File: src/rtl/io_input_conditioner_pkg.sv
// Shared types and defaults for the board-input conditioner.
package io_input_conditioner_pkg;

  typedef enum logic [1:0] {
    BTN_IDLE        = 2'd0,
    BTN_PRESS_CHK   = 2'd1,
    BTN_PRESSED     = 2'd2,
    BTN_RELEASE_CHK = 2'd3
  } btn_state_t;

  // 10 ms sample interval at 100 MHz
  localparam int DEF_SAMPLE_DIV    = 1000000;
  // long enough for a clk/4 CPU clock to see every event
  localparam int DEF_PULSE_STRETCH = 4;

endpackage

File: src/rtl/io_input_conditioner_pulse_stretcher.sv
// Load-on-event down-counter: holds pulse high for STRETCH cycles after the
// most recent event; a new event mid-stretch just reloads the count.
module io_input_conditioner_pulse_stretcher #(
  parameter int STRETCH = 4
) (
  input  logic clk,
  input  logic rst,
  input  logic ev,
  output logic pulse
);
  localparam int CW = $clog2(STRETCH + 1);

  logic [CW-1:0] cnt_q;

  // reload on event, otherwise count down to zero
  always_ff @(posedge clk or posedge rst) begin
    if (rst)                cnt_q <= '0;
    else if (ev)            cnt_q <= CW'(STRETCH);
    else if (cnt_q != '0)   cnt_q <= cnt_q - CW'(1);
  end

  assign pulse = (cnt_q != '0);

endmodule

File: src/rtl/io_input_conditioner.sv
// Board-input front end: synchronise, debounce and stretch events for the
// slide switches and push button, plus a wrapping press counter.
// Optional build macro INPUT_AUTO_REPEAT_EN adds button auto-repeat.
module io_input_conditioner
  import io_input_conditioner_pkg::*;
#(
  parameter int SW_WIDTH      = 16,
  parameter int SAMPLE_DIV    = DEF_SAMPLE_DIV,
  parameter int BTN_TICKS     = 2,
  parameter int PULSE_STRETCH = DEF_PULSE_STRETCH
`ifdef INPUT_AUTO_REPEAT_EN
  ,
  parameter int REPEAT_DELAY  = 50,
  parameter int REPEAT_PERIOD = 10
`endif
) (
  input  logic                clk,
  input  logic                rst,
  input  logic [SW_WIDTH-1:0] sw_raw,
  input  logic                btn_raw,
  output logic [SW_WIDTH-1:0] sw_clean,
  output logic                sw_changed,
  output logic                btn_level,
  output logic                btn_press,
  output logic                btn_release,
  output logic [7:0]          press_count
);
  localparam int TW = $clog2(SAMPLE_DIV);
  localparam int CW = $clog2(BTN_TICKS + 1);

  logic [SW_WIDTH-1:0] sw_meta, sw_sync;
  logic                btn_meta, btn_sync;
  logic [TW-1:0]       tcnt_q;
  logic                tick;
  logic [SW_WIDTH-1:0] sw_upd;

  btn_state_t    state_q, state_n;
  logic [CW-1:0] cnt_q, cnt_n, cnt_inc;
  logic          press_ev, rel_ev, rep_ev;

  // two-flop synchronisers on every raw input
  always_ff @(posedge clk or posedge rst) begin
    if (rst) begin
      sw_meta  <= '0;
      sw_sync  <= '0;
      btn_meta <= 1'b0;
      btn_sync <= 1'b0;
    end else begin
      sw_meta  <= sw_raw;
      sw_sync  <= sw_meta;
      btn_meta <= btn_raw;
      btn_sync <= btn_meta;
    end
  end

  // sample tick: one cycle in every SAMPLE_DIV
  always_ff @(posedge clk or posedge rst) begin
    if (rst)       tcnt_q <= '0;
    else if (tick) tcnt_q <= '0;
    else           tcnt_q <= tcnt_q + TW'(1);
  end

  assign tick = (tcnt_q == TW'(SAMPLE_DIV - 1));

  // per-bit switch filter: accept a level seen on three consecutive samples
  for (genvar g = 0; g < SW_WIDTH; g++) begin : g_sw
    logic [1:0] hist_q;
    logic       clean_q;

    assign sw_upd[g] = tick && (hist_q[1] == hist_q[0]) &&
                       (hist_q[0] == sw_sync[g]) && (sw_sync[g] != clean_q);

    // shift history on tick; update clean level when all three agree
    always_ff @(posedge clk or posedge rst) begin
      if (rst) begin
        hist_q  <= '0;
        clean_q <= 1'b0;
      end else begin
        if (tick)      hist_q  <= {hist_q[0], sw_sync[g]};
        if (sw_upd[g]) clean_q <= sw_sync[g];
      end
    end

    assign sw_clean[g] = clean_q;
  end

  assign cnt_inc = cnt_q + CW'(1);

  // button FSM state, agreement counter and press counter
  always_ff @(posedge clk or posedge rst) begin
    if (rst) begin
      state_q     <= BTN_IDLE;
      cnt_q       <= '0;
      press_count <= '0;
    end else begin
      state_q <= state_n;
      cnt_q   <= cnt_n;
      if (press_ev || rep_ev) press_count <= press_count + 8'd1;
    end
  end

  // button next-state: only advances on sample ticks
  always_comb begin
    state_n  = state_q;
    cnt_n    = cnt_q;
    press_ev = 1'b0;
    rel_ev   = 1'b0;
    if (tick) begin
      case (state_q)
        BTN_IDLE: begin
          if (btn_sync) begin
            state_n = BTN_PRESS_CHK;
            cnt_n   = CW'(1);
          end
        end
        BTN_PRESS_CHK: begin
          if (!btn_sync) begin
            state_n = BTN_IDLE;
            cnt_n   = '0;
          end else if (cnt_inc == CW'(BTN_TICKS)) begin
            state_n  = BTN_PRESSED;
            cnt_n    = '0;
            press_ev = 1'b1;
          end else begin
            cnt_n = cnt_inc;
          end
        end
        BTN_PRESSED: begin
          if (!btn_sync) begin
            state_n = BTN_RELEASE_CHK;
            cnt_n   = CW'(1);
          end
        end
        BTN_RELEASE_CHK: begin
          if (btn_sync) begin
            state_n = BTN_PRESSED;
            cnt_n   = '0;
          end else if (cnt_inc == CW'(BTN_TICKS)) begin
            state_n = BTN_IDLE;
            cnt_n   = '0;
            rel_ev  = 1'b1;
          end else begin
            cnt_n = cnt_inc;
          end
        end
      endcase
    end
  end

`ifdef INPUT_AUTO_REPEAT_EN
  localparam int RMAX = (REPEAT_DELAY > REPEAT_PERIOD) ? REPEAT_DELAY : REPEAT_PERIOD;
  localparam int RW   = $clog2(RMAX + 1);

  logic [RW-1:0] rep_q, rep_n, rep_inc;
  logic          rep_ph_q, rep_ph_n;   // 0: waiting initial delay, 1: repeating

  assign rep_inc = rep_q + RW'(1);

  // repeat counter registers
  always_ff @(posedge clk or posedge rst) begin
    if (rst) begin
      rep_q    <= '0;
      rep_ph_q <= 1'b0;
    end else begin
      rep_q    <= rep_n;
      rep_ph_q <= rep_ph_n;
    end
  end

  // count held ticks in PRESSED; cleared whenever the hold is broken
  always_comb begin
    rep_n    = rep_q;
    rep_ph_n = rep_ph_q;
    rep_ev   = 1'b0;
    if (state_q != BTN_PRESSED) begin
      rep_n    = '0;
      rep_ph_n = 1'b0;
    end else if (tick) begin
      if (!btn_sync) begin
        rep_n    = '0;
        rep_ph_n = 1'b0;
      end else if (rep_inc == (rep_ph_q ? RW'(REPEAT_PERIOD) : RW'(REPEAT_DELAY))) begin
        rep_n    = '0;
        rep_ph_n = 1'b1;
        rep_ev   = 1'b1;
      end else begin
        rep_n = rep_inc;
      end
    end
  end
`else
  assign rep_ev = 1'b0;
`endif

  assign btn_level = (state_q == BTN_PRESSED) || (state_q == BTN_RELEASE_CHK);

  io_input_conditioner_pulse_stretcher #(.STRETCH(PULSE_STRETCH)) u_chg_str (
    .clk(clk), .rst(rst), .ev(|sw_upd), .pulse(sw_changed));

  io_input_conditioner_pulse_stretcher #(.STRETCH(PULSE_STRETCH)) u_prs_str (
    .clk(clk), .rst(rst), .ev(press_ev | rep_ev), .pulse(btn_press));

  io_input_conditioner_pulse_stretcher #(.STRETCH(PULSE_STRETCH)) u_rel_str (
    .clk(clk), .rst(rst), .ev(rel_ev), .pulse(btn_release));

endmodule

File: config.mk
export PLATFORM = sky130hd
export DESIGN_NAME = io_input_conditioner
export DESIGN_NICKNAME = d
export VERILOG_FILES = /design/src/rtl/io_input_conditioner_pkg.sv /design/src/rtl/io_input_conditioner_pulse_stretcher.sv /design/src/rtl/io_input_conditioner.sv
export SDC_FILE = /design/constraint.sdc
export NUM_CORES = 1
export LEC_CHECK = 0
export ABC_AREA = 1
export BUFFER_PORTS_ARGS = -buffer_cell sky130_fd_sc_hd__buf_2
export CAP_MARGIN = 20
export CORE_UTILIZATION = 40
export DETAILED_ROUTE_END_ITERATION = 16
export PLACE_DENSITY = 0.62
export SLEW_MARGIN = 10
export SYNTH_ARGS = -nofsm -noshare
export SYNTH_HDL_FRONTEND = slang
export SYNTH_HIERARCHICAL = 1
export SYNTH_SLANG_ARGS = --single-unit
File: constraint.sdc
create_clock -name clk -period 10.2 [get_ports clk]
set_input_delay 1.02 -clock clk [delete_from_list [all_inputs] [get_ports clk]]
set_output_delay 1.02 -clock clk [all_outputs]
set_load 0.01 [all_outputs]
==> results of run 1 <==
## registers in the layout (all words and copies together), names as in the netlist, named ones only
register,flops
state_q,1
g_sw.hist_q,32
sw_meta,16
u_prs_str/cnt_q,3
btn_meta,1
u_chg_str/cnt_q,3
g_sw.clean_q,16
press_count,8
tcnt_q,20
btn_sync,1
cnt_q,2
sw_sync,16
u_rel_str/cnt_q,3
## cell usage in the layout, fill, tap and decap left out, drive strengths merged
cell type / count
nor3b: 2
nor2: 62
or2: 1
nand4: 11
xnor2: 1
clkbuf: 26
inv: 100
nor3: 8
nand2: 171
bufinv: 2
nand3: 22
xor2: 19
clkinvlp: 2
dfrtp: 123
o21ai: 82
ha: 8
nor4: 3
o22ai: 3
a21boi: 1
a21oi: 6
clkinv: 2
buf: 47
## power by group
group,internal (W),switching (W)
registers,0.000496,0.00000429
clock network,0.000384,0.000202
logic,0.00000390,0.0000117
## layout make-up
type | instances | area, sq um | area share
multi-input cells | 400 | 1940 | 0.301
well taps | 176 | 220 | 0.0342
flip-flops and latches | 123 | 3080 | 0.478
repair buffers | 47 | 238 | 0.0369
inverters | 100 | 378 | 0.0587
clock inverters | 6 | 85.1 | 0.0132
clock buffers | 26 | 499 | 0.0776
## worst max-delay path: cells and delay by family (launching register included)
family | cells | cell delay [ns]
buf+inv | 3 | 0.79
simple gates | 6 | 1.29
fa+ha+maj | 1 | 0.21
flops | 1 | 0.37
## metrics by stage
step | power [W] | util
after global routing | 0.00114 | 0.480
after detailed placement | 0.000525 | 0.437
after CTS | 0.00112 | 0.480
after global placement | 0.000524 | 0.437
final | 0.00110 | 0.480
after floorplan | 0.000516 | -
## cells by family after synthesis
| family | after synthesis |
|---|---|
| AND/OR/NAND/NOR | 280 |
| buffers and inverters | 126 |
| XOR/XNOR | 20 |
| flip-flops | 123 |
| adder cells (fa/ha/maj) | 8 |
| AO/OA/AOI/OAI | 92 |
## how the worst max path moves through the flow
| stage | end | slack, ns | cells past startpoint |
|---|---|---|---|
| 5_1_grt | u_rel_str/cnt_q[1] | 7.01 | 10 |
| 6_report | u_rel_str/cnt_q[1] | 7.37 | 10 |
| 3_5_place_dp | u_rel_str/cnt_q[0] | 7.39 | 10 |
| 4_1_cts | u_rel_str/cnt_q[1] | 7.35 | 10 |
| 3_3_place_gp | u_rel_str/cnt_q[0] | 7.48 | 10 |
| 2_1_floorplan | asynchronous set/reset pin | 6.16 | 1 |
## metal layers
metal  track usage  vias up
met5             0        -
met4        0.0859        0
met3        0.0433       21
met2         0.250       63
met1         0.199     1941
li1              -     2103
==> metrics.txt, run 1 <==
status=finished clean; first-pass GRT wire length=~18000 um; CTS Buffer Depth=2; share of layout cells above drive strength 1=0.138; maximum vdd drop=122 uV; Synth Net Count=676; count of cell types in the netlist=28; worst slew pin tran=between 0.8 and 0.9 ns; max_cap viols=0; post-synth top area cell=dfrtp_1; Fillers=1253; Final Cell Area=about 0.0064 sq mm; ANT nets after route=0; largest net degree at the start of global routing=67; Routed met3 length=413 um; Adder-Cell Fraction of Synth Area=0.0180; HPWL after DPL=7040 um; count leader, synth=nand2_1; R2R Path Start=tcnt_q[0]; Syn. warnings=6; CTS root buffer=clkbuf_16; number of synthesized flops with an enable pin=0; XOR/XNOR share of the synthesized area=0.0315; Post-Syn Area=0.00557 sq mm; CP arrival=about 3.1 ns; Worst Path Max Fanout=55; Hold Startpoint=sw_meta[12]; reg2reg setup slack=7.37 ns; Post-CTS Hold Buffers=0; initial core utilization=0.415; Mapped Cells=649; # diodes=0; crit-path cells=ha_1 -> nand3_2 -> inv_1 -> nand3_2 -> nor2_8 -> inv_2 -> nor4_2 -> inv_1 -> nand3_1 -> nand2_1; prevailing post-synth register cell=dfrtp_1; Routed WL per cell=around 12 um; fmax=roughly 0.35 GHz; post-synthesis mux area share=0; Worst Slack Setup Final=7.37 ns; Total Die Area=0.0144 sq mm; DR WL met2=4750 um; pre-CTS WS=7.39 ns; H-tree Lvls=4; top cell type's share of synthesized area=0.553; final net count=716; detailed-route via count=a little over 4000; TritonCTS buffer count=17; CTS-repair resized insts=0; DRT Wirelength=10200 um; Sum Neg Setup Slack=0 ns; clock sink total=roughly 120; I/O Buffers=46; Initial DRT Pass Iterations=5; startpoint types=flop; num ports=47; WHS Path Cells=0; power per standard cell area=171 mW/mm^2; Worst-Skew Late Latency=0.42 ns; Worst R2R End=u_rel_str/cnt_q[1]; Crit path required time=10.50 ns; WS Path Type=reg -> reg; Chip Width=around 120 um; final hold violations=0; placed insts=846; end of the worst hold path=sw_sync[12]; Placed Area=0.00585 sq mm; Total GRT Usage=0.159; Pins Over Slew Limit=0; Vias per Instance=4.70; clock skew=just under 0.007 ns; Worst Setup End Kind=flop; Remaining Overflow, GRT=0; fraction of registers with async set or reset after synthesis=1.00; initial detailed-routing violation count=~270; CP startpoint=tcnt_q[0]; Final setup viols=0; sequential area share after synthesis=0.553; Die Y=120 um; Final period util=0.277; Core Rows=42; Synth-to-Final Area Change=15.6%; CTS tree=yes; reg2reg path depth=10; DRC Markers=0; #FFs+latches synth=123; initial antenna violation count=0; RSZ-0062 raised after global routing=no; simple-gate share of the synthesized area=0.215; Post CTS Setup Buffer Count=0; Leak=3.23 nW; slew margin rel.=0.455; Core Footprint=0.0134 sq mm; top layer reached by signal wires=met4; main combinational cell family by area after synthesis=simple AND/OR/NAND/NOR gates; Crit path largest cell delay=0.53 ns; Critical-path top delay cell=nor2_8; commonest cells in the netlist=nand2_1 (166), dfrtp_1 (123), inv_1 (94); M1 WL=4810 um; Hold Slack=0.345 ns; Non-Filler Instances=878; Worst Hold Class=reg -> reg; Tmin final=2.83 ns; Compound-Gate Fraction of Synth Area=0.0839; synth top area cells=dfrtp_1 (55%), nand2_1 (11%), o21ai_0 (6.6%); clock slew at reported path FFs=0.05 ns; vias in the first global route=4004; Synth Area per Inst=approximately 8.6 sq um; gpl congestion=0.850
(Power assumes the default switching activity.)
==> run 2: changes to the inputs <==
--- a/config.mk
+++ b/config.mk
@@ -10,7 +10,7 @@
 export CAP_MARGIN = 20
 export CORE_UTILIZATION = 40
 export DETAILED_ROUTE_END_ITERATION = 16
-export PLACE_DENSITY = 0.62
+export PLACE_DENSITY = 0.64
 export SLEW_MARGIN = 10
 export SYNTH_ARGS = -nofsm -noshare
 export SYNTH_HDL_FRONTEND = slang
==> constraint.sdc (replaced) <==
create_clock -name clk -period 2.5 [get_ports clk]
set_input_delay 0.25 -clock clk [delete_from_list [all_inputs] [get_ports clk]]
set_output_delay 0.25 -clock clk [all_outputs]
set_load 0.01 [all_outputs]
==> run 2 against run 1 <==
  * Die area is the same
  * First-iteration DRC count grew 21%
  * Sequential share of layout area shrank 1.9 points
  * Flip-flop and latch count stayed put
  * Sequential power grew to 4.1 times the previous value
  * Non-clock buffer count rose by 23
  * Hold slack got worse by 0.037 ns
  * Global-route usage up 0.58 points
  * Clock power increased to 4.3 times the previous value
  * Critical endpoint is now u_prs_str/cnt_q[1]
  * Largest cell class unchanged
==> metrics.txt, run 2 (synthesis results as in run 1) <==
status=finished clean; Final setup viols=0 (unchanged); Largest regs=g_sw.hist_q (32), tcnt_q (20); flip-flop and latch area=0.00308 sq mm (unchanged); post-layout util=0.501 (+0.0204); gpl congestion=0.851 (+0.15%); top layer reached by signal wires=met4; DRC Markers=0 (unchanged); first-pass GRT wire length=18400 um (+4.2%); Chip Width=120 um (unchanged); Non-Filler Instances=901 (+2.6%); Final period util=0.842 (+0.564); most frequent cells in the layout=nand2_1 (166), dfrtp_1 (123), inv_1 (93), o21ai_0 (73), nor2_1 (56); Final Cell Area=0.00671 sq mm (+4.2%); final net count=739 (+3.2%); clock sink total=123 (unchanged); M1 WL=5170 um (+7.5%); Tmin final=2.10 ns (-0.724 ns); Routed met3 length=370 um (-10%); Worst R2R End=u_prs_str/cnt_q[1]; num ports=47 (unchanged); Largest register FFs=32 (unchanged); # diodes=0 (unchanged); Worst Path Max Fanout=18 (-67%); HPWL after DPL=7380 um (+4.9%); reg2reg path depth=11 (+1); Worst-Skew Late Latency=0.42 ns (about the same); initial core utilization=0.415 (unchanged); Worst Hold Class=in -> async; I/O Buffers=46 (unchanged); maximum vdd drop=451 uV (+270%); CTS Buffer Depth=2 (unchanged); Fillers=1236 (-1.4%); ANT nets after route=0 (unchanged); startpoint types=flop; CP arrival=2.41 ns (-0.72 ns); fmax=0.475 GHz (+34%); CTS-repair resized insts=0 (unchanged); reg2reg setup slack=0.40 ns (-6.98 ns); CTS tree=yes; vias in the first global route=4120 (+2.9%); DR WL met2=4980 um (+4.8%); Leak=3.35 nW (+3.8%); Vias per Instance=4.63 (-1.4%); max_cap viols=0 (unchanged); Total Die Area=0.0144 sq mm (unchanged); Total GRT Usage=0.165 (+0.00575); R2R Path Start=tcnt_q[0]; placed insts=851 (+0.59%); Initial DRT Pass Iterations=4 (-1); share of layout cells above drive strength 1=0.146 (+0.00803); clock skew=0.0117 ns (+0.00487 ns); slew margin rel.=0.652 (+0.197); Synth-to-Final Area Change=20.5%; initial antenna violation count=0 (unchanged); Crit path required time=2.80 ns (-7.70 ns); WS Path Type=reg -> reg; RSZ-0062 raised after global routing=no; initial detailed-routing violation count=320 (+21%); Placed Area=0.00592 sq mm (+1.1%); Core Rows=42 (unchanged); Biggest register=g_sw.hist_q; final hold violations=0 (unchanged); Remaining Overflow, GRT=0 (unchanged); Core Footprint=0.0134 sq mm (unchanged); clock slew at reported path FFs=0.06 ns (about the same); CTS root buffer=clkbuf_16; CP startpoint=tcnt_q[0]; commonest non-fill, non-tap cell in the layout=nand2_1; DRT Wirelength=10700 um (+4.6%); Sum Neg Setup Slack=0 ns (unchanged); Routed WL per cell=11.8 um (+1.9%); Die Y=120 um (unchanged); largest net degree at the start of global routing=63 (-6.0%); Hold Slack=0.308 ns (-0.0372 ns); H-tree Lvls=4 (unchanged); TritonCTS buffer count=17 (unchanged); multi-input logic area=0.00194 sq mm (unchanged); power per standard cell area=690 mW/mm^2 (+300%); detailed-route via count=4175 (+1.1%); Pins Over Slew Limit=0 (unchanged); Worst Setup End Kind=flop; worst setup path endpoint=u_prs_str/cnt_q[1]; worst slew pin tran=0.518 ns (-0.299 ns)
## run 2: cell types whose count changed in the layout (fill, tap and decap cells not counted), sizes merged
| cell | change |
|---|---|
| clkinv | +4 |
| inv | -1 |
| dlygate4sd3 | +18 |
| clkinvlp | +1 |
| clkbuf | -5 |
| buf | +5 |
| bufinv | +1 |
## run 2: how the worst min path moves through the flow
stage	depth (start not counted)	end	slack [ns]	startpoint
2_1_floorplan	1	u_chg_str/cnt_q[0]	0.004	rst
3_3_place_gp	2	u_rel_str/cnt_q[0]	0.19	rst
3_5_place_dp	2	u_rel_str/cnt_q[0]	0.19	rst
4_1_cts	3	u_rel_str/cnt_q[2]	0.29	rst
5_1_grt	3	u_rel_str/cnt_q[2]	0.31	rst
6_report	3	u_rel_str/cnt_q[2]	0.31	rst
## run 2: metal layers
layer,vias to the layer above,global-route usage
li1,2133,-
met1,1963,0.209
met2,70,0.256
met3,9,0.0437
met4,0,0.0883
met5,-,0
## run 2: power by group
part / switching (W) / internal, W / total, W
Combinational: 0.0000523 / 0.0000397 / 0.0000920
Clock: 0.000858 / 0.00164 / 0.00250
Sequential: 0.0000186 / 0.00202 / 0.00204
## run 2: final cells by class
type | count | area share
inverter | 100 | 0.0565
timing repair buffer | 70 | 0.0716
clock buffer | 21 | 0.0701
multi-input combinational | 400 | 0.289
sequential | 123 | 0.459
clock inverter | 11 | 0.0213
tap | 176 | 0.0328
## run 2: metrics by stage
stage | setup slack [ns] | power [W]
2_1_floorplan | 0.663 | 0.00211
3_3_place_gp | 0.519 | 0.00214
3_5_place_dp | 0.411 | 0.00215
4_1_cts | 0.395 | 0.00469
5_1_grt | 0.189 | 0.00480
6_report | 0.396 | 0.00463
## run 2: worst max-delay path, stage by stage (launching register included)
cell and delay, ns:
dfrtp_1 0.36, ha_1 0.21, nand3_2 0.14, inv_1 0.15, nand3_2 0.14, nor2_8 0.18, buf_4 0.26, nand2_2 0.14
inv_1 0.13, inv_1 0.09, nand3_1 0.12, nand2_1 0.06
## run 2: timing repair
| action | in CTS | in global routing |
|---|---|---|
| hold buffers | 18 | 0 |
| hold endpoints to repair | 47 | 0 |
| setup buffers | 0 | 0 |
==> run 3: changes to the inputs <==
==> constraint.sdc (replaced) <==
create_clock -name clk -period 1.75 [get_ports clk]
set_input_delay 0.175 -clock clk [delete_from_list [all_inputs] [get_ports clk]]
set_output_delay 0.175 -clock clk [all_outputs]
set_load 0.01 [all_outputs]
==> run 3 against run 2 <==
  * Non-clock buffer count grew 41
  * Flip-flop and latch count is the same
  * Largest power group unchanged
  * Worst setup slack lost 0.37 ns
  * Critical endpoint is now u_chg_str/cnt_q[0]
  * Register-to-register slack lost 0.37 ns
  * Global-route usage grew 1.2 points
  * Maximum frequency grew 22%
  * Via count grew 6.5%
==> metrics.txt, run 3 (synthesis results as in run 1) <==
num ports=47 (unchanged); maximum vdd drop=710 uV (+57%); vias in the first global route=4414 (+7.1%); share of layout cells above drive strength 1=0.229 (+0.0833); worst slew pin tran=0.482 ns (-0.0358 ns); Non-Filler Instances=943 (+4.7%); crit-path cells=ha_4 -> nand3_4 -> inv_4 -> nand3_4 -> nor2_8 -> o21ai_1 -> nand2_1 -> nor2_1 -> nand2_1 -> inv_2 -> nand3_1 -> nand2_1; multi-input logic area=0.00208 sq mm (+7.4%); HPWL after DPL=8050 um (+9.1%); Tmin final=1.72 ns (-0.382 ns); slew margin rel.=0.676 (+0.0240); Fillers=1182 (-4.4%); Synth-to-Final Area Change=30.6%; ANT nets after route=0 (unchanged); placed insts=886 (+4.1%); CTS root buffer=clkbuf_16; crit-path most repeated cell=nand2_1; Routed WL per cell=12.5 um (+6.0%); CTS tree=yes; Core Rows=42 (unchanged); status=finished clean; Worst-Skew Late Latency=0.42 ns (about the same); DRC Markers=0 (unchanged); Pins Over Slew Limit=0 (unchanged); Largest register FFs=32 (unchanged); clock skew=0.00928 ns (-0.00238 ns); Remaining Overflow, GRT=0 (unchanged); pre-CTS WS=-0.0715 ns (-0.482 ns); Worst Path Buf+Inv=2 (-2); post-layout util=0.542 (+0.0416); Crit path required time=2.06 ns (-0.74 ns); Tot Pwr=0.00708 W (+53%); startpoint types=flop; clock sink total=123 (unchanged); initial detailed-routing violation count=195 (-39%); DRT Wirelength=11800 um (+11%); initial core utilization=0.415 (unchanged); Worst Slack Setup Final=0.0275 ns (-0.368 ns); CP arrival=2.03 ns (-0.38 ns); detailed-route via count=4447 (+6.5%); gpl congestion=0.851 (about the same); Core Footprint=0.0134 sq mm (unchanged); I/O Buffers=46 (unchanged); TritonCTS buffer count=17 (unchanged); WS Path Type=reg -> reg; Die Y=120 um (unchanged); flip-flop and latch area=0.00308 sq mm (unchanged); Crit path largest cell delay=0.38 ns (+0.02 ns); Final setup viols=0 (unchanged); Total Die Area=0.0144 sq mm (unchanged); Vias per Instance=4.72 (+1.8%); RSZ-0062 raised after global routing=yes; Final period util=0.984 (+0.143); Total GRT Usage=0.177 (+0.0118); clock slew at reported path FFs=0.05 ns (about the same); Worst Path Max Fanout=8 (-10); H-tree Lvls=4 (unchanged); Largest regs=g_sw.hist_q (32), tcnt_q (20); Chip Width=120 um (unchanged); first-pass GRT wire length=19800 um (+7.2%); most frequent cells in the layout=nand2_1 (164), dfrtp_1 (123), inv_1 (86), o21ai_0 (63), buf_2 (46); delay-heaviest family, CP=simple AND/OR/NAND/NOR gates; CTS Buffer Depth=2 (unchanged); commonest non-fill, non-tap cell in the layout=nand2_1; Initial DRT Pass Iterations=5 (+1); final net count=781 (+5.7%); power per standard cell area=974 mW/mm^2 (+41%); Biggest register=g_sw.hist_q; initial antenna violation count=0 (unchanged); final hold violations=0 (unchanged); max_cap viols=0 (unchanged); Worst Setup End Kind=flop; Leak=3.63 nW (+8.4%); Worst Hold Class=in -> async; Critical-path top delay cell=dfrtp_1; largest net degree at the start of global routing=69 (+9.5%); fmax=0.581 GHz (+22%); # diodes=0 (unchanged)
## run 3: cell count changes in the layout (fill, tap and decap cells not counted), sizes merged
cell | previous run | this run
buf | 52 | 93
clkinv | 6 | 1
bufinv | 3 | 6
clkbuf | 21 | 22
inv | 99 | 100
nor2 | 62 | 63
## run 3: final timing paths
path | start | to | slack (ns) | depth (start not counted)
max in group asynchronous | rst | g_sw[12].clean_q | 0.77 | 4
max | tcnt_q[1] | u_chg_str/cnt_q[0] | 0.03 | 12
min reg2reg | sw_meta[8] | sw_sync[8] | 0.35 | 0
min | rst | u_rel_str/cnt_q[2] | 0.22 | 3
max reg2reg | tcnt_q[1] | u_chg_str/cnt_q[0] | 0.03 | 12
min in group clk | sw_meta[8] | sw_sync[8] | 0.35 | 0
## run 3: cell type report
type / count / share of cell area
flip-flops and latches: 123 / 0.424
well taps: 176 / 0.0303
clock inverters: 10 / 0.0288
clock buffers: 22 / 0.0653
repair buffers: 111 / 0.113
multi-input cells: 401 / 0.287
inverters: 100 / 0.0529
## run 3: repair_timing
action | 4_1_cts | 5_1_grt
endpoints found under the hold margin | 38 | 0
cloned | 1 | 0
setup buffers | 2 | 4
resized for setup | 5 | 45
pin swaps | 2 | 7
endpoints found under the setup margin | 11 | 32
hold buffers | 18 | 0
## run 3: tightest hold or removal path, stage by stage
cell	delay [ns]
dlygate4sd3_1	0.53
buf_2	0.16
inv_1	0.12
## run 3: power breakdown
group | internal [W] | switching (W) | total [W]
sequential | 0.00289 | 0.0000264 | 0.00291
combinational | 0.0000564 | 0.0000751 | 0.000132
clock | 0.00278 | 0.00125 | 0.00403
total | 0.00573 | 0.00135 | 0.00708
## run 3: metal layers
metal	global-route usage	up-vias	wire, um
li1	-	2227	-
met1	0.207	2122	5220
met2	0.295	82	6010
met3	0.0485	16	426
met4	0.0898	0	166
met5	0	-	0
## run 3: stage by stage
| step | hold slack (ns) | setup TNS (ns) | area, sq um |
|---|---|---|---|
| floorplan | -0.0714 | -0.0482 | 5620 |
| global placement | 0.102 | -0.0225 | 6220 |
| detailed placement | 0.108 | -0.347 | 6220 |
| CTS | 0.211 | 0 | 7130 |
| global route | 0.236 | -0.349 | 7270 |
| finish | 0.221 | 0 | 7270 |
